[src/rtl/bcd_conv_sched.sv]
// bcd_conv_sched
//
// Purpose:
//   Two requesters (A: operand entry, B: ALU result) share one 8-bit binary
//   to packed-BCD converter. A round-robin arbiter accepts one request at a
//   time from IDLE. The converter then runs eight shift-and-add-3 (double
//   dabble) iterations in CONV and publishes the result with a one-cycle done
//   pulse. Operands above 99 do not fit in two BCD digits; they report
//   bcd_out = 8'hFF with ovf = 1.
//
// Handshake:
//   req_a/req_b are level requests. They are sampled only in IDLE. The
//   accepted requester sees a one-cycle gnt pulse in the cycle after the
//   accept edge. Its operand is captured on that edge, so the requester may
//   change bin_x or drop req once gnt is seen. A request still high after its
//   gnt counts as a fresh request at the next IDLE edge. A request raised
//   during CONV waits until IDLE and is not lost while it stays high.
//
// Ports:
//   clk        in   1  clock, rising edge
//   rst_n      in   1  asynchronous active-low reset
//   req_a      in   1  request from A
//   bin_a      in   8  binary operand from A
//   req_b      in   1  request from B
//   bin_b      in   8  binary operand from B
//   gnt_a      out  1  one-cycle accept pulse for A
//   gnt_b      out  1  one-cycle accept pulse for B
//   busy       out  1  conversion in progress
//   done       out  1  one-cycle pulse: bcd_out/ovf/done_id updated
//   done_id    out  1  owner of the completed result (0 = A, 1 = B)
//   bcd_out    out  8  {tens, ones} BCD result, or 8'hFF on overflow
//   ovf        out  1  operand exceeded 99
//   dbg_state  out  1  FSM state (0 = IDLE, 1 = CONV) for observation

module bcd_conv_sched #(
    parameter bit FIRST_A = 1'b1
) (
    input  logic       clk,
    input  logic       rst_n,
    input  logic       req_a,
    input  logic [7:0] bin_a,
    input  logic       req_b,
    input  logic [7:0] bin_b,
    output logic       gnt_a,
    output logic       gnt_b,
    output logic       busy,
    output logic       done,
    output logic       done_id,
    output logic [7:0] bcd_out,
    output logic       ovf,
    output logic       dbg_state
);

    typedef enum logic {
        ST_IDLE = 1'b0,
        ST_CONV = 1'b1
    } state_t;

    state_t      state_q, state_d;
    logic [2:0]  cnt_q, cnt_d;
    logic [9:0]  scr_q, scr_d;       // {hundreds[1:0], tens[3:0], ones[3:0]}
    logic [7:0]  opnd_q, opnd_d;
    logic        owner_q, owner_d;
    logic        last_b_q, last_b_d; // 1: B was granted most recently
    logic        gnt_a_q, gnt_a_d;
    logic        gnt_b_q, gnt_b_d;
    logic        busy_q, busy_d;
    logic        done_q, done_d;
    logic        done_id_q, done_id_d;
    logic [7:0]  bcd_q, bcd_d;
    logic        ovf_q, ovf_d;

    // One double-dabble step: correct the tens and ones digits, then shift
    // the scratch:operand pair left by one bit. Hundreds never needs
    // correcting because it cannot exceed 2 for an 8-bit operand.
    logic [3:0]  tens_adj, ones_adj;
    logic [17:0] shifted;

    always_comb begin
        tens_adj = (scr_q[7:4] >= 4'd5) ? scr_q[7:4] + 4'd3 : scr_q[7:4];
        ones_adj = (scr_q[3:0] >= 4'd5) ? scr_q[3:0] + 4'd3 : scr_q[3:0];
        shifted  = {scr_q[8], tens_adj, ones_adj, opnd_q, 1'b0};
    end

    // With both requests high, the requester not granted last wins.
    logic any_req;
    logic win_b;

    always_comb begin
        any_req = req_a | req_b;
        win_b   = req_b & (~req_a | ~last_b_q);
    end

    always_comb begin
        state_d   = state_q;
        cnt_d     = cnt_q;
        scr_d     = scr_q;
        opnd_d    = opnd_q;
        owner_d   = owner_q;
        last_b_d  = last_b_q;
        gnt_a_d   = 1'b0;
        gnt_b_d   = 1'b0;
        busy_d    = busy_q;
        done_d    = 1'b0;
        done_id_d = done_id_q;
        bcd_d     = bcd_q;
        ovf_d     = ovf_q;

        case (state_q)
            ST_IDLE: begin
                if (any_req) begin
                    state_d  = ST_CONV;
                    gnt_a_d  = ~win_b;
                    gnt_b_d  = win_b;
                    busy_d   = 1'b1;
                    cnt_d    = 3'd0;
                    scr_d    = 10'd0;
                    opnd_d   = win_b ? bin_b : bin_a;
                    owner_d  = win_b;
                    last_b_d = win_b;
                end
            end
            ST_CONV: begin
                scr_d  = shifted[17:8];
                opnd_d = shifted[7:0];
                cnt_d  = cnt_q + 3'd1;
                // cnt_q == 7 marks the eighth iteration: publish the result
                // straight from the final shift.
                if (cnt_q == 3'd7) begin
                    state_d   = ST_IDLE;
                    busy_d    = 1'b0;
                    done_d    = 1'b1;
                    done_id_d = owner_q;
                    if (shifted[17:16] == 2'd0) begin
                        bcd_d = shifted[15:8];
                        ovf_d = 1'b0;
                    end else begin
                        bcd_d = 8'hFF;
                        ovf_d = 1'b1;
                    end
                end
            end
            default: begin
                state_d = ST_IDLE;
            end
        endcase
    end

    always_ff @(posedge clk or negedge rst_n) begin
        if (!rst_n) begin
            state_q   <= ST_IDLE;
            cnt_q     <= 3'd0;
            scr_q     <= 10'd0;
            opnd_q    <= 8'd0;
            owner_q   <= 1'b0;
            // "Last granted" starts as the side that should lose the first tie.
            last_b_q  <= FIRST_A;
            gnt_a_q   <= 1'b0;
            gnt_b_q   <= 1'b0;
            busy_q    <= 1'b0;
            done_q    <= 1'b0;
            done_id_q <= 1'b0;
            bcd_q     <= 8'h00;
            ovf_q     <= 1'b0;
        end else begin
            state_q   <= state_d;
            cnt_q     <= cnt_d;
            scr_q     <= scr_d;
            opnd_q    <= opnd_d;
            owner_q   <= owner_d;
            last_b_q  <= last_b_d;
            gnt_a_q   <= gnt_a_d;
            gnt_b_q   <= gnt_b_d;
            busy_q    <= busy_d;
            done_q    <= done_d;
            done_id_q <= done_id_d;
            bcd_q     <= bcd_d;
            ovf_q     <= ovf_d;
        end
    end

    assign gnt_a     = gnt_a_q;
    assign gnt_b     = gnt_b_q;
    assign busy      = busy_q;
    assign done      = done_q;
    assign done_id   = done_id_q;
    assign bcd_out   = bcd_q;
    assign ovf       = ovf_q;
    assign dbg_state = state_q;

endmodule

[config.mk]
export PLATFORM = sky130hd
export DESIGN_NAME = bcd_conv_sched
export DESIGN_NICKNAME = d
export VERILOG_FILES = /design/src/rtl/bcd_conv_sched.sv
export SDC_FILE = /design/constraint.sdc
export NUM_CORES = 1
export LEC_CHECK = 0
export ABC_CLOCK_PERIOD_IN_PS = 1600
export BUFFER_PORTS_ARGS = -buffer_cell sky130_fd_sc_hd__buf_4
export CORE_MARGIN = 5
export CORE_UTILIZATION = 30
export CTS_CLUSTER_SIZE = 16
export DETAILED_ROUTE_END_ITERATION = 12
export SKIP_CTS_REPAIR_TIMING = 1
export SYNTH_ARGS = -nofsm -noshare
export SYNTH_HDL_FRONTEND = slang
export SYNTH_SLANG_ARGS = --single-unit
[constraint.sdc]
create_clock -name clk -period 1.6 [get_ports clk]
set_clock_uncertainty 0.15 [all_clocks]
set_input_delay 0.24 -clock clk [delete_from_list [all_inputs] [get_ports clk]]
set_output_delay 0.24 -clock clk [all_outputs]
set_load 0.005 [all_outputs]
== Word-level counts from Yosys, hierarchy flattened ==
Cells that the tools add are included.

* Bits in registers: 37
* Input bits: 20
* Output and inout bits: 15
* Logic and storage cells: 55

* Add/subtract/negate cells: 3
* $lt $le $gt $ge: 2
* Eq/ne operators: 3
* Muxes and demuxes: 23
* Bitwise gates (word level): 7
* Reductions and logical operators: 4

{| class="wikitable"
|+ Operators with widths
! cell !! count
|-
| two-way mux 8 bit || 3
|-
| case mux 9 bit (2 select lines) || 1
|-
| case mux 8 bit (2 select lines) || 1
|-
| two-way mux 1 bit || 11
|-
| two-way mux 9 bit || 1
|-
| adder 4 x 2 -> 4 bit (second input constant) || 2
|-
| >= comparator 4 x 3 -> 1 bit (second input constant) || 2
|-
| two-way mux 4 bit || 2
|-
| case mux 3 bit (2 select lines) || 1
|-
| AND reduction 2 bit || 3
|-
| NOT 1 bit || 4
|-
| case mux 1 bit (2 select lines) || 2
|-
| adder 3 x 1 -> 3 bit (second input constant) || 1
|-
| == test 3 bit (second input constant) || 1
|-
| two-way mux 3 bit || 1
|-
| logical NOT 2 bit || 1
|-
| != test 2 x 1 -> 1 bit (second input constant) || 1
|-
| != test 2 bit (second input constant) || 1
|-
| OR 1 bit || 2
|-
| AND 1 bit || 1
|}

== Depth between registers and ports, before layout ==
* Depth after elaboration: 6
* Gate-level depth with buffers: 7
* Gate-level depth less buffers: 6

== Worst setup path after synthesis ==
No wires, ideal clock.

* Kind: register to register
* Start: register scr_q[4]
* End: register bcd_q[1] (netlist: bcd_out[1])
* Library setup time: 0.142 ns
* Arrival time: 1.409 ns
* Data required time: 1.308 ns
* Path slack: -0.101 ns
* Cell stages (with the launch flop): 7
* Path buffers: 0
* Clock period less this slack: 1.701 ns
* Cell sequence: dfrtp_1 inv_1 ha_1 nand2b_1 nor3b_2 a211oi_2 a31oi_1

* Cells in the longest elaborated chain, start to end: 4
* Elaborated cells on any way between the ends: 5
* Those cells by class: 1 x add/sub; 1 x order compare; 2 x mux; 1 x reduce/logical

{| class="wikitable"
|+ RTL lines
! element !! RTL line !! RTL
|-
| from (decl) || 61 || <nowiki>logic [9:0] scr_q, scr_d;</nowiki>
|-
| from (signal assigned) || 168 || <nowiki>scr_q <= scr_d;</nowiki>
|-
| adder 4 x 2 -> 4 bit / >= comparator 4 x 3 -> 1 bit (equally long branches) || 80 || <nowiki>tens_adj = (scr_q[7:4] >= 4'd5) ? scr_q[7:4] + 4'd3 : scr_q[7:4];</nowiki>
|-
| two-way mux 4 bit (*) || 80 ||
|-
| logical NOT 2 bit (*) || 134 || <nowiki>if (shifted[17:16] == 2'd0) begin</nowiki>
|-
| two-way mux 8 bit (*) || 134 ||
|-
| to (signal assigned) || 163 || <nowiki>bcd_q <= 8'h00;</nowiki>
|-
| to (signal assigned) || 177 || <nowiki>bcd_q <= bcd_d;</nowiki>
|-
| to (decl) || 70 || <nowiki>logic [7:0] bcd_q, bcd_d;</nowiki>
|}

Every way passes the cells marked *; elsewhere a longest branch is shown, timed or not.
A chain may end at the register's enable or synchronous reset.

== Final worst setup path ==
* Start: register scr_q[4]
* End: register bcd_q[6] (netlist: bcd_out[6])

* Cells in the longest elaborated chain, start to end: 4
* Elaborated cells on any way between the ends: 5
* Those cells by class: 1 x add/sub; 1 x order compare; 2 x mux; 1 x reduce/logical

{| class="wikitable"
|+ RTL lines
! element !! RTL line
|-
| adder 4 x 2 -> 4 bit / >= comparator 4 x 3 -> 1 bit (equally long branches) || 80
|-
| two-way mux 4 bit (*) || 80
|-
| logical NOT 2 bit || 134
|-
| two-way mux 8 bit (*) || 134
|}

Marked as above.

==> impl_metrics.json <==
{
  "status": "finished with violations",
  "violations": "setup timing",
  "io_buffer_count": 34,
  "p_leak_nw": 1.12,
  "start_util_pct": 30.9,
  "nets": 267,
  "vias_per_cell": 4.71,
  "synth_top_area_share_pct": 49.2,
  "fmax_mhz": 604,
  "cts_tree": "done",
  "ff_latch_area_um2": 928,
  "drtAntennaViolNets": 0,
  "ff2ff_path_depth": 5,
  "syn_inst": 186,
  "first_pass_iters": 4,
  "wire_per_inst_um": 13.5,
  "required_ps": 1630,
  "max-cap-violations": 0,
  "ys_seq_area_share_pct": 50.7,
  "mappedNetlistArea_mm2": 0.00183,
  "drcViolationCount": 0,
  "grt_start_max_net_pins": 38,
  "setup_tns_ps": -59.3,
  "gp_congestion": 0.801,
  "clkLatencyLatePin_ps": 290,
  "holdWs_ps": 28.6,
  "post-route-min-period_ps": 1660,
  "synth_top_family_by_area": "compound AO/OA/AOI/OAI gates",
  "cp-startpoint": "scr_q[4]",
  "cp_data_arrival_time_ps": 1680,
  "crit_type": "reg2reg",
  "fill_cells": 567,
  "start_kind": "flop",
  "setup_slack_ps": -56.2,
  "synth_top_area_cell": "dfrtp_1",
  "cellPowerDensity_mw_per_mm2": 1910,
  "ys_seq_elements": 37,
  "numCtsBuffers": 5,
  "yosys-top-cells-area": "dfrtp_1 (49%), nand2_1 (4.5%), ha_1 (4.1%)",
  "critPathCaptureType": "flop",
  "overflow": 0,
  "postSynthAreaPerCell_um2": 9.83,
  "hold_viol": 0,
  "die_height_um": 88.1,
  "boundaryPins": 35,
  "synth_compound_gate_area_share_pct": 19.4,
  "clk_pin_slew_worst_paths_ps": 70,
  "coreArea_mm2": 0.00592,
  "synthDistinctLibCells": 37,
  "multiInputGateArea_um2": 921,
  "drt_iter0_drc": 94,
  "wl_um": 4280,
  "grt_setup_unrepaired": "true",
  "slew_headroom_pct": 68.4,
  "synth-simple-area-share_pct": 17.5,
  "grt_pass1_vias": 1540,
  "dieArea_mm2": 0.00776,
  "grt_pass1_wl_um": 7290,
  "min_path_type": "in2reg",
  "r2r_slack_ps": -60,
  "tightest_slew_ps": 474,
  "synth_mux_area_share_pct": 2.39,
  "path_max_fanout": 5,
  "grt_usage_pct": 12.3,
  "min_period_over_period_pct": 104,
  "die_w_um": 88.1,
  "r2r-start": "scr_q[4]",
  "antenna_found_initial": 0,
  "r2r-end": "bcd_out[6]",
  "maxSlewViolCount": 0,
  "ir_drop_mv": 0.752,
  "clock_path_buffers": 2,
  "clock_sinks": 37,
  "cts_root_buf": "clkbuf_8",
  "rows": 28,
  "critPathCapture": "bcd_out[6]",
  "antenna-diode-count": 0,
  "syn-num-nets": 212,
  "ys.warnings.count": 0,
  "dp_hpwl_um": 2990,
  "drive_above_1_share_pct": 38.4,
  "h-tree-depth": 2,
  "yosys.area_share.xor_xnor_pct": 0.958,
  "vias": 1494,
  "finalSetupViolations": 2,
  "synth_fa_ha_area_share_pct": 4.10,
  "syn_to_final_growth_pct": 37.8
}
## critical path, cell delays in order, from the launching register on
cell	delay [ps]
dfrtp_2	450
ha_4	170
nand2b_4	130
nor3b_4	150
a21o_1	170
o32a_1	320
## Yosys cell counts, drive strengths merged
library cell	n
dfrtp	36
nand2	22
nor2	19
o21ai	17
a21oi	15
nand2b	12
a211oi	8
a31oi	7
ha	6
inv	6
buf	5
clkbuf	5
a22o	4
nor3b	4
mux2	3
and2	2
and3	2
nor3	2
xnor2	2
a21boi	1
a21o	1
dfstp	1
mux2i	1
nand3b	1
nor2b	1
o221ai	1
o22a	1
o32a	1
## cell usage in the layout (no fill, tap or decap), types with 6 or more instances in the layout
| cell type | instances |
|---|---|
| nand2_1 | 22 |
| buf_4 | 55 |
| clkbuf_8 | 7 |
| a21oi_1 | 12 |
| a31oi_1 | 6 |
| nor2_1 | 18 |
| a211oi_1 | 7 |
| dfrtp_1 | 35 |
| o21ai_0 | 13 |
| nand2b_1 | 9 |
## layer usage
layer,global-route usage [%],part of all wire (%),up-vias
li1,-,-,752
met2,19.7,49,32
met3,3.10,4.5,6
met1,15.3,45,704
met5,0,0,-
met4,6.46,1.6,0
## layout make-up
type / instances / area share (%)
sequential: 37 / 36.8
multi-input combinational: 133 / 36.5
timing repair buffer: 58 / 18.0
clock buffer: 7 / 3.82
tap: 75 / 3.72
inverter: 6 / 0.893
clock inverter: 1 / 0.199
## sequential cells by signal (all words and copies together) (netlist names)
| name | flops |
|---|---|
| scr_q | 9 |
| bcd_out | 8 |
| opnd_q | 8 |
| cnt_q | 3 |
| busy | 1 |
| dbg_state | 1 |
| done | 1 |
| done_id | 1 |
| gnt_a | 1 |
| gnt_b | 1 |
| last_b_q | 1 |
| ovf | 1 |
| owner_q | 1 |
## per-stage QoR
stage          instances  power, mW  utilization [%]  setup WS (ps)  instance area (um^2)
5_1_grt              317       5.23             42.6           -110                  2520
3_5_place_dp         305       3.83             38.9          -52.8                  2300
4_1_cts              313       4.57             40.6          -64.1                  2410
2_1_floorplan        186       2.90                -          -28.9                  1860
3_3_place_gp         305       3.78             38.9          -32.5                  2300
6_report             317       4.81             42.6          -56.2                  2520
## how the worst min path moves through the flow
stage | startpoint | cells after the start | to
global route | req_a | 2 | last_b_q
global placement | rst_n | 1 | scr_q[6]
detailed placement | rst_n | 1 | scr_q[6]
finish | req_a | 2 | last_b_q
CTS | rst_n | 1 | scr_q[5]
floorplan | rst_n | 0 | bcd_out[0]
## cell families (layout without fill, tap and decap cells)
kind of cell / Yosys count / in the layout
simple gates: 65 / 65
compound gates: 56 / 56
flops: 37 / 37
buf+inv: 16 / 72
fa+ha+maj: 6 / 6
mux: 4 / 4
xor+xnor: 2 / 2
## where the power goes
part	internal, mW	total (mW)	switching, mW	leakage (nW)
sequential	1.36	1.66	0.305	0.449
clock	0.389	0.724	0.335	0.0542
combinational	1.33	2.42	1.09	0.618
total	3.07	4.81	1.73	1.12
Note: power is estimated with default switching activity, not from simulation.
